[src/rtl/crack_scheduler_pkg.sv]
// Shared definitions for the NT-hash crack scheduler: FSM encoding and sizing helpers.
package crack_scheduler_pkg;

  localparam int IDX_W_DEFAULT = 32;

  typedef enum logic [1:0] {
    S_IDLE     = 2'd0,
    S_DISPATCH = 2'd1,
    S_DRAIN    = 2'd2,
    S_DONE     = 2'd3
  } state_t;

  // Round-robin pointer width; a single core still needs one pointer bit.
  function automatic int calc_core_w(input int n);
    return (n > 1) ? $clog2(n) : 1;
  endfunction

endpackage

[src/rtl/crack_scheduler_rr_arbiter.sv]
// Combinational round-robin arbiter: searches req starting just above ptr, wrapping.
module crack_scheduler_rr_arbiter #(
  parameter int N  = 4,
  parameter int PW = 2
) (
  input  logic [N-1:0]  req,
  input  logic [PW-1:0] ptr,
  output logic [N-1:0]  grant,
  output logic          any_grant
);

  // Walk offsets 1..N from the pointer; the first requesting slot wins.
  always_comb begin
    logic sel_s;
    grant     = '0;
    any_grant = 1'b0;
    sel_s     = 1'b0;
    for (int k = 1; k <= N; k++) begin
      for (int i = 0; i < N; i++) begin
        sel_s     = (i == ((int'(ptr) + k) % N));
        grant[i]  = grant[i] | (sel_s & req[i] & ~any_grant);
        any_grant = any_grant | (sel_s & req[i]);
      end
    end
  end

endmodule

[src/rtl/crack_scheduler.sv]
// Candidate-index scheduler: walks [first_idx, last_idx], hands one index per tick
// to a ready hash core in round-robin order, and stops on the first reported match.
module crack_scheduler
  import crack_scheduler_pkg::*;
#(
  parameter int NUM_CORES = 4,
  parameter int IDX_W     = IDX_W_DEFAULT
) (
  input  logic                       clk,
  input  logic                       rst_n,
  input  logic                       tick,
  input  logic                       start,
  input  logic [IDX_W-1:0]           first_idx,
  input  logic [IDX_W-1:0]           last_idx,
  input  logic [NUM_CORES-1:0]       core_ready,
  input  logic [NUM_CORES-1:0]       core_match,
  input  logic [NUM_CORES*IDX_W-1:0] core_match_idx,
  output logic [NUM_CORES-1:0]       core_valid,
  output logic [IDX_W-1:0]           core_idx,
  output logic                       busy,
  output logic                       found,
  output logic [IDX_W-1:0]           found_idx,
  output logic                       done
);

  localparam int CORE_W = calc_core_w(NUM_CORES);

  state_t              state_r;
  logic [CORE_W-1:0]   ptr_r;
  logic [IDX_W-1:0]    next_idx_r;
  logic [IDX_W-1:0]    last_idx_r;

  logic [NUM_CORES-1:0] grant_s;
  logic                 any_grant_s;
  logic [CORE_W-1:0]    grant_idx_s;
  logic [IDX_W-1:0]     match_idx_s;
  logic                 any_match_s;

  crack_scheduler_rr_arbiter #(
    .N  (NUM_CORES),
    .PW (CORE_W)
  ) u_arb (
    .req       (core_ready),
    .ptr       (ptr_r),
    .grant     (grant_s),
    .any_grant (any_grant_s)
  );

  // Encode the one-hot grant and pick the lowest-numbered matching core's index.
  always_comb begin
    grant_idx_s = '0;
    match_idx_s = '0;
    any_match_s = |core_match;
    for (int i = 0; i < NUM_CORES; i++) begin
      grant_idx_s = grant_s[i] ? CORE_W'(i) : grant_idx_s;
    end
    for (int i = NUM_CORES - 1; i >= 0; i--) begin
      match_idx_s = core_match[i] ? core_match_idx[i*IDX_W +: IDX_W] : match_idx_s;
    end
  end

  // Scheduler FSM with registered outputs; moves only on tick, core_valid pulses one clk.
  always_ff @(posedge clk) begin
    if (!rst_n) begin
      state_r    <= S_IDLE;
      ptr_r      <= CORE_W'(NUM_CORES - 1);
      next_idx_r <= '0;
      last_idx_r <= '0;
      core_valid <= '0;
      core_idx   <= '0;
      busy       <= 1'b0;
      found      <= 1'b0;
      found_idx  <= '0;
      done       <= 1'b0;
    end else begin
      core_valid <= '0;
      if (tick) begin
        case (state_r)
          S_IDLE, S_DONE: begin
            if (start) begin
              next_idx_r <= first_idx;
              last_idx_r <= last_idx;
              found      <= 1'b0;
              found_idx  <= '0;
              if (first_idx > last_idx) begin
                state_r <= S_DONE;
                busy    <= 1'b0;
                done    <= 1'b1;
              end else begin
                state_r <= S_DISPATCH;
                busy    <= 1'b1;
                done    <= 1'b0;
              end
            end
          end
          S_DISPATCH: begin
            if (any_match_s) begin
              found     <= 1'b1;
              found_idx <= match_idx_s;
              state_r   <= S_DONE;
              busy      <= 1'b0;
              done      <= 1'b1;
            end else if (any_grant_s) begin
              core_valid <= grant_s;
              core_idx   <= next_idx_r;
              ptr_r      <= grant_idx_s;
              // Compare before incrementing so the top of the index space never wraps.
              if (next_idx_r == last_idx_r) begin
                state_r <= S_DRAIN;
              end else begin
                next_idx_r <= next_idx_r + IDX_W'(1);
              end
            end
          end
          S_DRAIN: begin
            if (any_match_s) begin
              found     <= 1'b1;
              found_idx <= match_idx_s;
              state_r   <= S_DONE;
              busy      <= 1'b0;
              done      <= 1'b1;
            end else if (&core_ready) begin
              state_r <= S_DONE;
              busy    <= 1'b0;
              done    <= 1'b1;
            end
          end
          default: begin
            state_r <= S_IDLE;
          end
        endcase
      end
    end
  end

endmodule

[config.mk]
export PLATFORM = sky130hd
export DESIGN_NAME = crack_scheduler
export DESIGN_NICKNAME = d
export VERILOG_FILES = /design/src/rtl/crack_scheduler_pkg.sv /design/src/rtl/crack_scheduler_rr_arbiter.sv /design/src/rtl/crack_scheduler.sv
export SDC_FILE = /design/constraint.sdc
export NUM_CORES = 1
export LEC_CHECK = 0
export ABC_AREA = 1
export BUFFER_PORTS_ARGS = -buffer_cell sky130_fd_sc_hd__buf_2
export CORE_MARGIN = 1.5
export CORE_UTILIZATION = 58
export CTS_BUF_LIST = sky130_fd_sc_hd__clkbuf_4 sky130_fd_sc_hd__clkbuf_8
export CTS_CLUSTER_SIZE = 30
export DETAILED_ROUTE_END_ITERATION = 8
export PLACE_DENSITY = 0.89
export SLEW_MARGIN = 20
export SYNTH_ARGS = -nofsm -noshare
export SYNTH_HDL_FRONTEND = slang
export SYNTH_SLANG_ARGS = --single-unit
[constraint.sdc]
create_clock -name clk -period 6.4 [get_ports clk]
set_clock_uncertainty 0.05 [all_clocks]
set_input_delay 1.28 -clock clk [delete_from_list [all_inputs] [get_ports clk]]
set_output_delay 1.28 -clock clk [all_outputs]
set_load 0.1 [all_outputs]
==> results by group, run 1 <==
Outcome
  – Status: complete, no violations

Clock network
  – Worst-path clk slew: 0.08 ns
  – H-Tree Depth: 4
  – Worst skew pair latency: 0.46 ns
  – TritonCTS clock tree: built
  – Clock buffer count from CTS: 17
  – Clock Tree Root: clkbuf_8
  – Worst-case clock buffer depth: 2
  – Number of setup buffers added after CTS: 0
  – Post_cts resized: 0
  – Clk sinks: 139
  – Hold_buf cts: 0

Pwr
  – Peak VDD IR: 0.000156 V
  – Leak Pwr: 5.14 nW
  – PwrDens: 247 nW/um^2

Detailed routing
  – WL final: 26900 um
  – Routed Antenna Nets: 0
  – Top Layer Used: met4
  – Via count: 9640
  – Metal1 wirelength: 10600 um
  – Pre-antenna DRT Iters: 5
  – Routed WL per cell: 15.4 um
  – WL met2: 13200 um
  – Vias/cell: 5.54
  – Met3 WL: 1800 um
  – DRC: 0
  – Initial drt markers: 841

Die
  – Initial Util: 0.597
  – Die height: 126 um
  – Row count: 44
  – Core ar.: 14600 um^2
  – Die width: 126 um
  – Boundary Pins: 275
  – DIE AREA: 15800 um^2

Logic synthesis
  – Synth Flop Type: dfxtp_1
  – Synthesized area per cell: 6.59 um^2
  – Yosys cell types: 47
  – Yosys warns: 0
  – Post-Syn Area: 8710 um^2
  – Syn nets: 1561
  – Post-synth EDFFs: 0
  – Synth Register Bits: 139
  – Syn Inst Count: 1322
  – Seq/Total Area, Yosys: 0.319
  – Asr flop ratio synth: 0

Timing
  – Slew headroom: 0.276
  – Least-Margin Pin Slew: 1.08 ns
  – Fin crit period: 3.89 ns
  – Final worst-path cycle share: 0.607
  – Setup TNS: 0 ns
  – RSZ-0062 raised after global routing: false
  – Final hold violation count: 0
  – Final setup viols: 0
  – Fin. max-slew vios: 0
  – Fmax: 257 MHz

Hold path
  – Hold crit path type: reg -> reg

GRT
  – Vias in the first global route: 8906
  – Grt total ovfl: 0
  – Pin count of the biggest net entering global routing: 102
  – Initial antenna violation count: 2
  – First-pass GRT wire length: 42900 um
  – GRT Overall Usage: 0.335

Layout
  – Layout fillers: 1267
  – Leading cell types in the layout, fill and taps excluded: 274 x buf_2, 237 x nor2_1, 233 x nand2_1
  – Cell Count, Final, Fillers Out: 1741
  – Layout cells sized above 1: 0.224
  – Layout area overhead: 19.5%
  – Nets: 1782
  – Commonest non-fill, non-tap cell in the layout: buf_2

Worst setup path
  – CP most frequent cell: nand2_1
  – Worst Path Arrival: 4.15 ns
  – Critical path type: in -> reg
  – CP max-delay cell: nand2_1
  – Critical path peak fanout: 55
  – WP data required: 6.67 ns
  – Startpoint class of the critical path: primary input
  – CP peak stage delay: 0.68 ns
  – Cell Chain, Critical Path: buf_2 > nor4_1 > nand2_1 > nand2_1 > buf_4 > inv_1 > nand2_1 > inv_1 > o211ai_1 > a21oi_1
  – CP endpoint kind: register

Run
  – MaxCap Viol Count: 0

Placed design
  – Dpl cells: 1708
  – Port Buffers: 274
  – DP Wirelength: 20000 um
  – GP Congestion: 0.906
[kinds of logic after synthesis]
kind of cell	after synthesis	share of synthesized area
and+or+nand+nor	589	0.286
AOI/OAI and AO/OA	311	0.204
buffers and inverters	204	0.0956
DFF	139	0.319
xor gates and xnor gates	40	0.0402
adders and majority gates	35	0.0503
muxes	4	0.00459
[flip-flops by register name (all words and copies together), names as in the netlist]
| name | cells |
|---|---|
| core_idx | 32 |
| found_idx | 32 |
| last_idx_r | 32 |
| next_idx_r | 32 |
| core_valid | 4 |
| ptr_r | 2 |
| state_r | 2 |
| busy | 1 |
| done | 1 |
| found | 1 |
[critical path, delay by kind of cell]
family                 cells  cell delay, ns
and+or+nand+nor            4            1.46
AOI/OAI and AO/OA          2            0.28
buffers and inverters      4            1.11
[metrics by stage]
step           hold slack (ns)  power (W)  instance area (um^2)  worst slack [ns]   util
2_1_floorplan            0.382    0.00166                  8710              3.38      -
3_3_place_gp             0.395    0.00184                 10000              2.18  0.686
3_5_place_dp             0.400    0.00187                 10000              2.08  0.686
4_1_cts                  0.410    0.00258                 10400              2.56  0.713
5_1_grt                  0.430    0.00272                 10400              2.08  0.714
6_report                 0.408    0.00258                 10400              2.51  0.714
[power breakdown]
group / total (W) / switching (W) / internal, W
combinational: 0.000809 / 0.000539 / 0.000270
sequential: 0.00105 / 0.000102 / 0.000950
clock: 0.000715 / 0.000342 / 0.000373
total: 0.00258 / 0.000983 / 0.00159
[Yosys cell counts (8+ instances only)]
cell / count / area share
o211ai_1: 9 / 0.0078
nand4_1: 16 / 0.011
ha_1: 35 / 0.050
nand3_1: 55 / 0.032
buf_1: 8 / 0.0034
a21oi_1: 137 / 0.079
buf_2: 13 / 0.0075
xor2_1: 35 / 0.035
clkbuf_1: 53 / 0.023
o21ai_0: 91 / 0.052
dfxtp_1: 139 / 0.32
nor2_1: 237 / 0.10
inv_1: 123 / 0.053
a21oi_2: 20 / 0.020
o31ai_1: 22 / 0.019
nand2_1: 233 / 0.10
a22oi_1: 20 / 0.017
nor3_1: 19 / 0.011
[routing by layer]
layer  up-vias  GRT usage
li1       4792          -
met1      4364      0.395
met2       399      0.572
met3        85     0.0655
met4         0      0.180
met5         -          0
[final timing paths]
path                       from            end  slack (ns)  cells after the start
setup / recovery  core_match[1]  found_idx[13]        2.51                     10
hold / removal    last_idx_r[0]  last_idx_r[0]        0.41                      2
setup reg to reg     state_r[1]  core_valid[3]        3.01                     10
hold reg to reg   last_idx_r[0]  last_idx_r[0]        0.41                      2
[area by class of cell]
| cell class | count | area, um^2 | area share |
|---|---|---|---|
| Clock inverter | 11 | 120 | 0.0115 |
| Clock buffer | 20 | 275 | 0.0264 |
| Tap cell | 184 | 230 | 0.0221 |
| Inverter | 126 | 473 | 0.0454 |
| Sequential cell | 139 | 2780 | 0.267 |
| Antenna cell | 2 | 5.00 | 0.000481 |
| Multi-Input combinational cell | 979 | 5110 | 0.491 |
| Timing Repair Buffer | 280 | 1420 | 0.136 |
(Power assumes the default switching activity.)
==> run 2: changes to the inputs <==
- ABC_AREA: 1 -> 0
- CORE_UTILIZATION: 58 -> 47
- PLACE_DENSITY: 0.89 -> 0.79
- clock period: 6.4 -> 3.3 ns (I/O delays scaled with it)
==> run 2 against run 1 <==
Sequential share of layout area up 1.9 points. Critical path depth is 3 lower. Total power grew 77%. Critical path type is now reg -> reg. Critical endpoint is now next_idx_r[29]. Highest routed layer is now met5.
==> results by group, run 2 <==
Outcome
  – Status: complete, no violations

GRT
  – Initial antenna violation count: 2
  – GRT Overall Usage: 0.297
  – Pin count of the biggest net entering global routing: 65
  – First-pass GRT wire length: 41100 um
  – Vias in the first global route: 8421
  – Grt total ovfl: 0

Clock network
  – Clock buffer count from CTS: 17
  – Number of setup buffers added after CTS: 0
  – Post_cts resized: 0
  – TritonCTS clock tree: built
  – H-Tree Depth: 4
  – Hold_buf cts: 0
  – Clock Tree Root: clkbuf_8
  – Clk sinks: 139
  – Worst-path clk slew: 0.08 ns
  – Worst-case clock buffer depth: 2
  – Worst skew pair latency: 0.46 ns

Worst setup path
  – Startpoint class of the critical path: register
  – Worst Path Arrival: 3.30 ns
  – CP max-delay cell: o21ai_2
  – Buf/Inv on CP: 0
  – CP peak stage delay: 0.69 ns
  – Worst-case reg-to-reg path depth: 7
  – Cell Chain, Critical Path: xor2_1 > nor4_1 > nand4_1 > o21ai_2 > nor2_1 > a211o_1 > and3b_1
  – Critical path peak fanout: 17
  – WP data required: 3.60 ns
  – CP endpoint kind: register
  – Worst path depth: 7
  – Critical path type: reg -> reg
  – CP top delay family: simple AND/OR/NAND/NOR gates

Detailed routing
  – Via count: 8720
  – Pre-antenna DRT Iters: 6
  – DRC: 0
  – Vias/cell: 5.71
  – Routed WL per cell: 16.9 um
  – Routed Antenna Nets: 0
  – WL final: 25800 um
  – Initial drt markers: 716

Run
  – MaxCap Viol Count: 0

Pwr
  – Tot Pwr: 0.00457 W
  – Peak VDD IR: 0.000291 V
  – PwrDens: 471 nW/um^2
  – Leak Pwr: 4.44 nW

Logic synthesis
  – Syn Inst Count: 1054
  – Post-synth EDFFs: 0
  – Syn nets: 1293
  – Seq/Total Area, Yosys: 0.359
  – Post-synth top cells: 202 x nand2_1, 139 x dfxtp_1, 137 x a21oi_1, 96 x nor2_1, 65 x a22oi_1
  – Synthesized area per cell: 7.35 um^2
  – Yosys warns: 0
  – Asr flop ratio synth: 0
  – Synth Flop Type: dfxtp_1
  – Synth area leader: dfxtp_1
  – Most common cell in the synthesized netlist: nand2_1
  – Yosys cell types: 58
  – Synth Register Bits: 139
  – Post-synth top area share: 0.359
  – Synth top area cells: dfxtp_1 36%, nand2_1 9.8%, a21oi_1 8.9%, a22oi_1 6.3%, ha_1 5.7%
  – Post-Syn Area: 7740 um^2

Die
  – Row count: 46
  – Initial Util: 0.484
  – Die height: 131 um
  – Core ar.: 16000 um^2
  – DIE AREA: 17300 um^2
  – Die width: 131 um
  – Boundary Pins: 275

Layout
  – Layout cells sized above 1: 0.268
  – Layout area overhead: 25.4%
  – Leading cell types in the layout, fill and taps excluded: 274 x buf_2, 202 x nand2_1, 139 x dfxtp_1
  – Layout fillers: 1515
  – Antenna fix cells: 0
  – Commonest non-fill, non-tap cell in the layout: buf_2
  – Fin area: 9710 um^2
  – Nets: 1538

Timing
  – Least-Margin Pin Slew: 0.820 ns
  – Fmax: 334 MHz
  – Setup TNS: 0 ns
  – Fin. max-slew vios: 0
  – Final hold violation count: 0
  – Slew headroom: 0.453
  – Fin crit period: 3.00 ns
  – Final worst-path cycle share: 0.908
  – RSZ-0062 raised after global routing: false
  – Final setup viols: 0

Placed design
  – GP Congestion: 0.952
  – Placed inst area: 9290 um^2
  – DP Wirelength: 19700 um
  – Port Buffers: 274

Hold path
  – Hold crit path type: in -> reg
  – Hold Crit Depth: 3
-- run 2: cell count changes after synthesis, sizes merged, moves of 8 or more --
cell / previous run / this run
nand4: 19 / 11
inv: 124 / 44
nor2: 242 / 96
nand3: 56 / 22
buf: 25 / 13
nand2: 236 / 202
o21ai: 96 / 58
nor4: 5 / 15
a21oi: 157 / 137
nand2b: 0 / 12
o31ai: 22 / 2
a22oi: 20 / 65
clkbuf: 53 / 61
-- run 2: power breakdown --
| group | internal (W) | total [W] | switching (W) | leakage [nW] |
|---|---|---|---|---|
| sequential | 0.00178 | 0.00189 | 0.000109 | 1.13 |
| clock | 0.000843 | 0.00151 | 0.000665 | 0.215 |
| combinational | 0.000398 | 0.00117 | 0.000773 | 3.10 |
| total | 0.00303 | 0.00457 | 0.00155 | 4.44 |
-- run 2: cell families after synthesis --
family	count (synthesis)	share of synthesized area
buffers and inverters	118	0.0611
flip-flops	139	0.359
multiplexers	1	0.00129
AND/OR/NAND/NOR	409	0.233
XOR/XNOR	32	0.0362
AO/OA/AOI/OAI	320	0.253
adder cells (fa/ha/maj)	35	0.0566
-- run 2: worst min-delay path: cells and delay by family --
family / cells / cell delay [ns]
buffers and inverters: 1 / 0.10
and+or+nand+nor: 1 / 0.05
AOI/OAI and AO/OA: 1 / 0.05
-- run 2: worst paths after layout --
check                       from        endpoint  slack (ns)
setup / recovery  next_idx_r[27]  next_idx_r[29]        0.30
hold / removal       last_idx[9]   last_idx_r[9]        0.39
setup reg to reg  next_idx_r[27]  next_idx_r[29]        0.30
hold reg to reg     core_idx[23]    core_idx[23]        0.40
-- run 2: cell type report --
| class | count | area (um^2) | share of cell area |
|---|---|---|---|
| multi-input combinational | 797 | 4500 | 0.463 |
| sequential | 139 | 2780 | 0.286 |
| timing repair buffer | 300 | 1570 | 0.161 |
| tap | 216 | 270 | 0.0278 |
| clock buffer | 19 | 255 | 0.0263 |
| clock inverter | 12 | 173 | 0.0178 |
| inverter | 44 | 165 | 0.0170 |
-- run 2: through the flow --
step	utilization	instances	worst slack [ns]	hold WS, ns
floorplan	-	1054	0.795	0.398
global placement	0.580	1496	0.436	0.389
detailed placement	0.580	1496	0.411	0.393
CTS	0.607	1527	0.389	0.372
global route	0.607	1527	0.221	0.390
finish	0.607	1527	0.304	0.390
-- run 2: routing by layer --
layer	up-vias	global-route usage	wire length, um
li1	4187	-	-
met4	2	0.151	1090
met5	-	0	13
met2	418	0.489	11900
met3	81	0.0756	2250
met1	4032	0.360	10600
==> run 3: changes to the inputs <==
- CORE_UTILIZATION: 47 -> 52
- PLACE_DENSITY: 0.79 -> 0.83
- clock period: 3.3 -> 3.2 ns (I/O delays scaled with it)
==> run 3 against run 2 <==
Register-to-register slack is essentially flat. Global-route usage rose by 2.7 points. Maximum frequency is 3.8% higher. Die area fell by 9.4%. Non-clock buffer count up 3. First-iteration DRC count is 16% higher. Largest power group unchanged. Clock-buffer cell count grew 1. Total power grew 1.9%.
==> results by group, run 3 (synthesis gave the netlist of run 2 again) <==
Layout
  – Leading cell types in the layout, fill and taps excluded: 274 x buf_2, 202 x nand2_1, 139 x dfxtp_1
  – Antenna fix cells: 0
  – Layout area overhead: 25.1%
  – Layout cells sized above 1: 0.271
  – Nets: 1541
  – Commonest non-fill, non-tap cell in the layout: buf_2
  – Cell Count, Final, Fillers Out: 1499

Detailed routing
  – Pre-antenna DRT Iters: 5
  – Via count: 8592
  – DRC: 0
  – Routed Antenna Nets: 0
  – Initial drt markers: 830
  – Vias/cell: 5.73
  – Routed WL per cell: 16.8 um
  – WL final: 25200 um

Placed design
  – DP Wirelength: 19300 um
  – Port Buffers: 274
  – GP Congestion: 0.996
  – Dpl cells: 1467
  – Setup slack at placement: 0.0180 ns

Timing
  – Least-Margin Pin Slew: 0.833 ns
  – Fin crit period: 2.88 ns
  – Final worst-path cycle share: 0.902
  – Worst hold margin: 0.379 ns
  – RSZ-0062 raised after global routing: false
  – Fmax: 347 MHz
  – Slew headroom: 0.444
  – Final hold violation count: 0
  – Fin. max-slew vios: 0
  – Final setup viols: 0
  – Setup TNS: 0 ns
  – Worst Setup Slack, final: 0.315 ns

GRT
  – GRT Overall Usage: 0.325
  – Initial antenna violation count: 0
  – Grt total ovfl: 0
  – First-pass GRT wire length: 40900 um
  – Vias in the first global route: 8344
  – Pin count of the biggest net entering global routing: 65

Clock network
  – Number of setup buffers added after CTS: 0
  – Worst-path clk slew: 0.08 ns
  – Clock buffer count from CTS: 17
  – Clk sinks: 139
  – TritonCTS clock tree: built
  – Clock Tree Root: clkbuf_8
  – H-Tree Depth: 4
  – Post_cts resized: 0
  – Worst-case clock buffer depth: 2
  – Worst skew pair latency: 0.46 ns
  – Hold_buf cts: 0

Die
  – Boundary Pins: 275
  – Row count: 44
  – Core ar.: 14500 um^2
  – DIE AREA: 15600 um^2
  – Die width: 125 um
  – Die height: 125 um
  – Initial Util: 0.533

Pwr
  – Peak VDD IR: 0.000293 V
  – Leak Pwr: 4.45 nW
  – PwrDens: 481 nW/um^2

Worst setup path
  – WP data required: 3.50 ns
  – Startpoint class of the critical path: register
  – Critical path peak fanout: 17
  – Worst Path Arrival: 3.19 ns
  – Critical path type: reg -> reg
  – CP endpoint kind: register

Outcome
  – Status: complete, no violations

Hold path
  – Hold crit path type: in -> reg

Run
  – MaxCap Viol Count: 0
run 3: cell types whose count changed in the layout (fill, tap and decap cells not counted), sizes merged:
cell	delta
bufinv	-1
buf	+3
clkbuf	+1
inv	+1
run 3: path summary, 6_finish.rpt:
| check | slack [ns] | endpoint | cells after the start | start |
|---|---|---|---|---|
| worst min-delay path | 0.38 | last_idx_r[26] | 3 | last_idx[26] |
| worst max-delay path | 0.32 | next_idx_r[29] | 7 | next_idx_r[27] |
| worst min register to register | 0.40 | core_idx[22] | 2 | core_idx[22] |
| worst max register to register | 0.32 | next_idx_r[29] | 7 | next_idx_r[27] |
run 3: power by group:
| part | switching (W) | leakage [nW] | internal, W |
|---|---|---|---|
| clock network | 0.000680 | 0.214 | 0.000826 |
| logic | 0.000785 | 3.11 | 0.000414 |
| registers | 0.000114 | 1.13 | 0.00184 |
| total | 0.00158 | 4.45 | 0.00308 |
run 3: stage by stage:
stage / cell area [um^2] / total power [W] / utilization
after detailed placement: 9270 / 0.00317 / 0.638
final: 9690 / 0.00466 / 0.667
after global routing: 9690 / 0.00487 / 0.667
after CTS: 9690 / 0.00465 / 0.667
after floorplan: 7740 / 0.00276 / -
after global placement: 9270 / 0.00315 / 0.638
run 3: per-layer routing:
| metal | track usage | vias up | wire, um |
|---|---|---|---|
| li1 | - | 4197 | - |
| met1 | 0.406 | 3924 | 10300 |
| met2 | 0.535 | 397 | 11800 |
| met3 | 0.0625 | 74 | 2000 |
| met4 | 0.164 | 0 | 1070 |
| met5 | 0 | - | 0 |
run 3: area by class of cell:
cell class	instances	area [um^2]
clock buffers	20	275
flip-flops and latches	139	2780
well taps	184	230
inverters	44	165
clock inverters	12	144
multi-input cells	797	4500
fillers	1359	4840
repair buffers	303	1590
run 3: critical path, stage by stage (launching register included):
cell and delay [ns]:
dfxtp_1 0.46, xor2_1 0.13, nor4_1 0.52, nand4_1 0.24, o21ai_2 0.67, nor2_1 0.22
a211o_1 0.33, and3b_1 0.17
